<file path="config.mk">
export PLATFORM = sky130hd
export DESIGN_NAME = axi_read_arbiter
export DESIGN_NICKNAME = d
export VERILOG_FILES = /design/src/rtl/axi_read_arbiter.sv
export SDC_FILE = /design/constraint.sdc
export NUM_CORES = 1
export LEC_CHECK = 0
export CAP_MARGIN = 20
export CORE_MARGIN = 4
export CORE_UTILIZATION = 25
export CTS_CLUSTER_DIAMETER = 50
export DETAILED_ROUTE_END_ITERATION = 10
export GPL_TIMING_DRIVEN = 0
export PLACE_DENSITY = 0.85
export SLEW_MARGIN = 20
export SYNTH_ARGS = -nofsm -noshare
export SYNTH_HDL_FRONTEND = slang
export SYNTH_SLANG_ARGS = --single-unit
export TNS_END_PERCENT = 10
</file>
<file path="constraint.sdc">
create_clock -name ACLK -period 1.5 [get_ports ACLK]
set_input_delay 0.3 -clock ACLK [delete_from_list [all_inputs] [get_ports ACLK]]
set_output_delay 0.3 -clock ACLK [all_outputs]
set_load 0.01 [all_outputs]
</file>
<file path="src/rtl/axi_read_arbiter.sv">
// AXI read-address/read-data arbiter: two masters, two 64 KiB slave regions
// plus an internal default slave that answers unmapped reads with DECERR.
// One transaction is in flight at a time; grant/route drive external muxes.
module axi_read_arbiter #(
  parameter int unsigned       ADDR_W  = 32,
  parameter int unsigned       LEN_W   = 4,
  parameter logic [ADDR_W-1:0] S0_BASE = 32'h0000_0000,
  parameter logic [ADDR_W-1:0] S1_BASE = 32'h0001_0000
) (
  input  logic              ACLK,
  input  logic              ARESETn,
  // master read-address channels
  input  logic              ARVALID_M0,
  input  logic              ARVALID_M1,
  input  logic [ADDR_W-1:0] ARADDR_M0,
  input  logic [ADDR_W-1:0] ARADDR_M1,
  input  logic [LEN_W-1:0]  ARLEN_M0,
  input  logic [LEN_W-1:0]  ARLEN_M1,
  output logic              ARREADY_M0,
  output logic              ARREADY_M1,
  // slave read-address channels
  output logic              ARVALID_S0,
  output logic              ARVALID_S1,
  input  logic              ARREADY_S0,
  input  logic              ARREADY_S1,
  // slave read-data status
  input  logic              RVALID_S0,
  input  logic              RVALID_S1,
  input  logic              RLAST_S0,
  input  logic              RLAST_S1,
  output logic              RREADY_S0,
  output logic              RREADY_S1,
  // master read-data handshake
  output logic              RVALID_M0,
  output logic              RVALID_M1,
  input  logic              RREADY_M0,
  input  logic              RREADY_M1,
  // mux controls and default-slave response fields
  output logic [1:0]        grant,
  output logic [1:0]        route,
  output logic [1:0]        def_rresp,
  output logic              def_rlast
);

  typedef enum logic [1:0] {
    IDLE = 2'd0,
    ADDR = 2'd1,
    DATA = 2'd2,
    DEF  = 2'd3
  } state_t;

  localparam logic [1:0] ROUTE_S0  = 2'd0;
  localparam logic [1:0] ROUTE_S1  = 2'd1;
  localparam logic [1:0] ROUTE_DEF = 2'd2;

  state_t            state, state_nxt;
  logic [1:0]        grant_q;
  logic [1:0]        route_q;
  logic [LEN_W-1:0]  cnt_q;
  logic              last_m1_q;   // 1: M1 was the most recent grantee

  // per-index views of the paired ports
  logic [1:0]        arvalid_m, arready_s, rvalid_s, rlast_s, rready_m;
  logic [1:0]        arready_m, arvalid_s, rready_s, rvalid_m;
  logic [ADDR_W-1:0] araddr_m [2];
  logic [LEN_W-1:0]  arlen_m  [2];

  logic              own;         // index of granted master
  logic              tgt;         // index of routed slave (route 0/1)
  logic              is_def;
  logic              pick;
  logic [1:0]        route_dec;
  logic              addr_hs, data_last, def_last;
  logic              unused_addr_low;

  assign arvalid_m   = {ARVALID_M1, ARVALID_M0};
  assign arready_s   = {ARREADY_S1, ARREADY_S0};
  assign rvalid_s    = {RVALID_S1,  RVALID_S0};
  assign rlast_s     = {RLAST_S1,   RLAST_S0};
  assign rready_m    = {RREADY_M1,  RREADY_M0};
  assign araddr_m[0] = ARADDR_M0;
  assign araddr_m[1] = ARADDR_M1;
  assign arlen_m[0]  = ARLEN_M0;
  assign arlen_m[1]  = ARLEN_M1;

  // Only the 64 KiB page number takes part in decode.
  assign unused_addr_low = ^{ARADDR_M0[15:0], ARADDR_M1[15:0]};

  assign {ARREADY_M1, ARREADY_M0} = arready_m;
  assign {ARVALID_S1, ARVALID_S0} = arvalid_s;
  assign {RREADY_S1,  RREADY_S0}  = rready_s;
  assign {RVALID_M1,  RVALID_M0}  = rvalid_m;
  assign grant = grant_q;
  assign route = route_q;

  assign own    = grant_q[1];
  assign tgt    = route_q[0];
  assign is_def = (route_q == ROUTE_DEF);

  assign addr_hs   = arvalid_m[own] & arready_s[tgt];
  assign data_last = rvalid_s[tgt] & rready_m[own] & rlast_s[tgt];
  assign def_last  = rready_m[own] & (cnt_q == '0);

  // Round-robin pick and address decode of the winning master.
  always_comb begin
    if (arvalid_m == 2'b11) begin
      pick = ~last_m1_q;
    end else begin
      pick = arvalid_m[1];
    end
    route_dec = ROUTE_DEF;
    if (araddr_m[pick][ADDR_W-1:16] == S0_BASE[ADDR_W-1:16]) begin
      route_dec = ROUTE_S0;
    end else if (araddr_m[pick][ADDR_W-1:16] == S1_BASE[ADDR_W-1:16]) begin
      route_dec = ROUTE_S1;
    end
  end

  // State register.
  always_ff @(posedge ACLK or negedge ARESETn) begin
    if (!ARESETn) begin
      state <= IDLE;
    end else begin
      state <= state_nxt;
    end
  end

  // Grant/route capture, round-robin history and default-slave beat counter.
  always_ff @(posedge ACLK or negedge ARESETn) begin
    if (!ARESETn) begin
      grant_q   <= 2'b00;
      route_q   <= ROUTE_S0;
      cnt_q     <= '0;
      last_m1_q <= 1'b1;
    end else begin
      case (state)
        IDLE: begin
          if (|arvalid_m) begin
            grant_q   <= pick ? 2'b10 : 2'b01;
            route_q   <= route_dec;
            last_m1_q <= pick;
          end
        end
        ADDR: begin
          if (is_def) begin
            cnt_q <= arlen_m[own];
          end
        end
        DEF: begin
          if (rready_m[own] && (cnt_q != '0)) begin
            cnt_q <= cnt_q - LEN_W'(1);
          end
        end
        default: ;
      endcase
    end
  end

  // Next-state decode.
  always_comb begin
    state_nxt = state;
    case (state)
      IDLE: if (|arvalid_m) state_nxt = ADDR;
      ADDR: begin
        if (is_def) begin
          state_nxt = DEF;
        end else if (addr_hs) begin
          state_nxt = DATA;
        end
      end
      DATA: if (data_last) state_nxt = IDLE;
      DEF:  if (def_last)  state_nxt = IDLE;
      default: state_nxt = IDLE;
    endcase
  end

  // Handshake steering toward the granted master and routed slave.
  always_comb begin
    arready_m = '0;
    arvalid_s = '0;
    rready_s  = '0;
    rvalid_m  = '0;
    def_rresp = 2'b00;
    def_rlast = 1'b0;
    case (state)
      ADDR: begin
        if (is_def) begin
          arready_m[own] = 1'b1;
        end else begin
          arvalid_s[tgt] = arvalid_m[own];
          arready_m[own] = arready_s[tgt];
        end
      end
      DATA: begin
        if (!is_def) begin
          rvalid_m[own] = rvalid_s[tgt];
          rready_s[tgt] = rready_m[own];
        end
      end
      DEF: begin
        rvalid_m[own] = 1'b1;
        def_rresp     = 2'b11;
        def_rlast     = (cnt_q == '0);
      end
      default: ;
    endcase
  end

endmodule

</file>
== Word-level counts from Yosys, hierarchy flattened ==
Cells that the tools add are included.

* Add/sub/neg operators: 1
* Order comparisons: 6
* Eq/ne operators: 12
* Multiplexer cells: 43
* Bitwise gates (word level): 11
* Reduce and logical (&&, ||, !) cells: 12

{| class="wikitable"
|+ Operators by type and width
! operator !! number
|-
| $mux W32 || 3
|-
| $mux W2 || 16
|-
| $mux W4 || 5
|-
| $eq A16 B1 Y1 const B || 1
|-
| $logic_not A16 Y1 || 1
|-
| $mux W1 || 14
|-
| $ne A2 B2 Y1 const B || 5
|-
| $and A2 B2 Y2 || 4
|-
| $eq A2 B2 Y1 const B || 4
|-
| $pmux W2 S4 || 1
|-
| $pmux W4 S2 || 1
|-
| $and A1 B1 Y1 || 4
|-
| $ge A2 B2 Y1 const B || 2
|-
| $logic_not A4 Y1 || 1
|-
| $lt A1 B2 Y1 const B || 2
|-
| $not A1 Y2 || 2
|-
| $pmux W2 S2 || 1
|-
| $reduce_and A4 Y1 || 1
|-
| $reduce_bool A4 Y1 || 1
|-
| $sub A4 B1 Y4 const B || 1
|-
| $logic_and A1 B1 Y1 || 3
|-
| $ne A3 B3 Y1 const B || 1
|-
| $reduce_and A3 Y1 || 1
|-
| $demux W1 S1 || 2
|-
| 7 further kinds || 8
|}

* Register bits after elaboration: 11
* Bits of input ports: 84
* Output and inout bits: 15
* Logic and storage cells: 90

== Longest topological paths before layout ==
* Word-level depth: 9
* Depth in mapped cells: 6
* Mapped depth without buffers: 6

== Worst setup path before layout ==
No wires, ideal clock.

* Path kind: reg-to-reg
* Start point: register cnt_q[0]
* End point: register cnt_q[0]
* Library setup time: 79 ps
* Arrival: 1505 ps
* Data required time: 1421 ps
* Setup slack: -84 ps
* Stages on the path, launching flop included: 6
* Path buffers: 0
* Clock period less this slack: 1584 ps
* Cells stage by stage: dfrtp_1 inv_1 ha_1 or3b_2 a21oi_1 mux2i_1

* Word-level cells in the longest chain between the ends: 4
* Elaborated cells between the ends (all ways): 7
* Those cells by class: add/sub: 1; eq/ne: 1; mux: 2; reduce/logical: 3

{| class="wikitable"
|+ Ends and longest elaborated chain
! element !! line !! text
|-
| from (decl) || 59 || <nowiki>logic [LEN_W-1:0] cnt_q;</nowiki>
|-
| from (signal assigned) || 146 || <nowiki>cnt_q <= arlen_m[own];</nowiki>
|-
| from (signal assigned) || 151 || <nowiki>cnt_q <= cnt_q - LEN_W'(1);</nowiki>
|-
| branches (longest 4 deep; another with $sub A4 B1 Y4) || - ||
|}

Several ways; the timed one is not identified. The select of a mux whose other input is x is not followed.
A chain may end at the register's enable or synchronous reset.

== Worst setup path after layout ==
* Start point: register cnt_q[0]
* End point: output def_rlast

* Word-level cells in the longest chain between the ends: 2

{| class="wikitable"
|+ Ends and longest elaborated chain
! element !! line !! text
|-
| $logic_not A4 Y1 || 203 || <nowiki>def_rlast = (cnt_q == '0);</nowiki>
|-
| $mux W1 || 185 || <nowiki>case (state)</nowiki>
|-
| to (decl) || 42 || <nowiki>output logic def_rlast</nowiki>
|}

No other way between the ends.

==> summary.md <==
| Metric | Value |
|---|---|
| Status | finished, violations left |
| Failing checks | negative setup slack |
| Die ar. | 0.00464 mm² |
| Post-synth top area share | 27.7% |
| Placed cells | 215 |
| Post-Syn Nets | 188 |
| Top post-synthesis cells by count | dfrtp_1 (10), nor4_1 (10), nor2_1 (8) |
| Register bit total from synthesis | 11 |
| Post-Layout Cell Count | 227 |
| Worst-Margin Slew | 0.496 ns |
| Max-cap violations | 0 |
| CORE AREA | 0.00342 mm² |
| Nets | 267 |
| Initial antenna violation count | 0 |
| CP Data Required Time | 1.20 ns |
| Routed WL | 2940 µm |
| Critical path endpoint | def_rlast |
| Fin crit period | 1.79 ns |
| Arrival @ worst endpoint | 1.49 ns |
| Seq/Total Area, Yosys | 30.6% |
| Area of the mapped netlist | 903 µm² |
| First-pass GRT wire length | 4510 µm |
| Total CTS buffers | 3 |
| Largest net degree at the start of global routing | 12 |
| Critical path class | reg2out |
| TritonCTS clock tree | done |
| Endpoints failing setup | 16 |
| Worst r2r src | cnt_q[0] |
| PD cells | 1300 mW/mm² |
| Critical Path Fanout Max | 3 |
| Multi-input gate area | 667 µm² |
| Ys async rst share | 100% |
| RR Endpoint | state[0] |
| Gpl congestion | 0.710 |
| Vias in the first global route | 1,141 |
| Number of nets with antenna violations after routing | 0 |
| Seq. cell area | 279 µm² |
| Vias post-DR | 1,111 |
| H-tree level count | 1 |
| Yosys top cell by area | dfrtp_1 |
| Antenna diodes | 0 |
| Rel. slew slack | 66.8% |
| Total global routing overflow | 0 |
| Min-Delay Path Class | in2async |
| Syn. warnings | 0 |
| Post-synth top flop | dfrtp_1 |
| Setup slack, reg-to-reg | -0.18 ns |
| Clk Latency, worst-skew pair | 0.26 ns |
| Chip height | 68.1 µm |
| RSZ-0062 raised after global routing | true |
| Util after Layout | 52.3% |
| Die width | 68.1 µm |
| Post-route clock period utilization | 119% |
| Final Hold Fails | 0 |
| Layout Area Growth over Synthesis | 97.9% |
| Core Rows | 21 |
| Layout cell share with drive strength beyond 1 | 27.6% |
| IO Pins | 99 |
| Post-synth EDFFs | 0 |
| Clk buf depth | 2 |
| # DRC | 0 |
| Leak | 0.000753 µW |
| Vias per Instance | 4.89 |
| Hold-fix buffer count after cts | 0 |
| Worst Setup SP | cnt_q[0] |
| HPWL after DPL | 2290 µm |
| Top cells by area, synth | dfrtp_1 (28%), mux2i_1 (7.8%), nor4_1 (6.9%), nor2_1 (3.3%), dfstp_2 (2.9%) |
| Tot GR Track Use | 12.7% |
| CP Launch Type | flip-flop |
| DR iter-0 viols | 17 |
| Endpoint class of the critical path | primary output |
| FMAX | 0.560 GHz |
| Clock Root Buffer | clkbuf_4 |
| Gate Count Post-Synth | 103 |
| Wirelength per Cell | 13.0 µm |
| Clk slew on worst S/H paths | 0.07 ns |
| Reg2Reg Depth | 7 |
| Initial Utilization | 26.4% |
| Layout fillers | 332 |
| Port bufs | 66 |
| Synth unique cells | 42 |
| Slew Limit Fails | 0 |
| Avg Inst Size Synth | 8.77 µm² |
| Router iterations before antenna repair | 4 |
| Final WS setup | -0.285 ns |
| Worst Skew | 0.00573 ns |
| Maximum vdd drop | 406 µV |
| # clock sinks | 11 |
## per-stage QoR
| stage | power (µW) | worst slack, ns | setup TNS [ns] | hold WS (ns) | instance area (µm²) |
|---|---|---|---|---|---|
| floorplan | 1370 | -0.00413 | -0.00825 | 0.00441 | 912 |
| global placement | 1890 | -0.595 | -6.11 | 0.510 | 1630 |
| detailed placement | 1930 | -0.601 | -6.58 | 0.515 | 1630 |
| CTS | 2280 | -0.286 | -2.69 | 0.362 | 1760 |
| global route | 2510 | -0.345 | -3.79 | 0.395 | 1790 |
| finish | 2330 | -0.285 | -2.50 | 0.361 | 1790 |
## cells in the final DEF, fill, tap and decap left out, drive strengths merged, types with 2 or more instances in the layout
cell and count:
a211oi 3, a21boi 3, a21oi 3, buf 20, clkbuf 5, clkdlybuf4s50 50
dfrtp 10, dlygate4sd2 5, dlymetal6s2s 2, inv 6, mux2i 8, nand2 8
nand4 2, nor2 10, nor2b 2, nor3 6, nor3b 3, nor4 10
o21ai 5, or3 2
## routing by layer
metal  track usage [%]  share of wire [%]  vias to the layer above  wire, µm
li1                  -                  -                      549         -
met2              26.4                 54                       47      1570
met5                 0                  0                        -         0
met1              12.1                 37                      513      1100
met3              4.11                9.0                        2       264
met4              1.49               0.20                        0         6
## registers in the layout, indices dropped and copies added, names as in the netlist
signal and cells:
last_m1_q 1, state 2, grant 2, cnt_q 4, route 2
## report_power, final
part           internal [µW]  total (µW)  switching (µW)
clock                    103         197            94.4
combinational            807        1510             701
sequential               448         627             179
## cells by family (layout without fill, tap and decap cells)
group / count (synthesis) / in the layout / share of synthesized area (%)
flops: 11 / 11 / 30.6
buf+inv: 10 / 88 / 6.23
compound gates: 22 / 22 / 17.2
fa+ha+maj: 1 / 1 / 1.38
mux: 9 / 9 / 11.5
simple gates: 50 / 50 / 33.1
## what timing repair did
item	CTS	global route
resized for setup	68	8
endpoints found under the setup margin	19	19
hold endpoints to repair	0	0
pin swaps	5	5
setup buffers	7	1
## how the worst min path moves through the flow
stage	startpoint	to	slack, ns
after global routing	ARESETn	cnt_q[3]	0.40
after global placement	last_m1_q	last_m1_q	0.51
final	ARESETn	cnt_q[3]	0.36
after CTS	ARESETn	cnt_q[3]	0.36
after floorplan	ARESETn	cnt_q[0]	0.004
after detailed placement	last_m1_q	last_m1_q	0.52
## worst max-delay path, stage by stage (launching register included)
cell and delay [ns]:
dfrtp_1 0.39, inv_2 0.09, ha_4 0.14, or3b_4 0.40, nor2_4 0.09, buf_6 0.10
## cell type report
| type | count | area share [%] |
|---|---|---|
| clock buffers | 4 | 1.47 |
| plain buffers | 4 | 2.66 |
| well taps | 46 | 3.22 |
| repair buffers | 74 | 38.5 |
| inverters | 6 | 1.26 |
| multi-input cells | 82 | 37.3 |
| flip-flops and latches | 11 | 15.6 |
No activity file was read; power rests on OpenSTA's default activity.
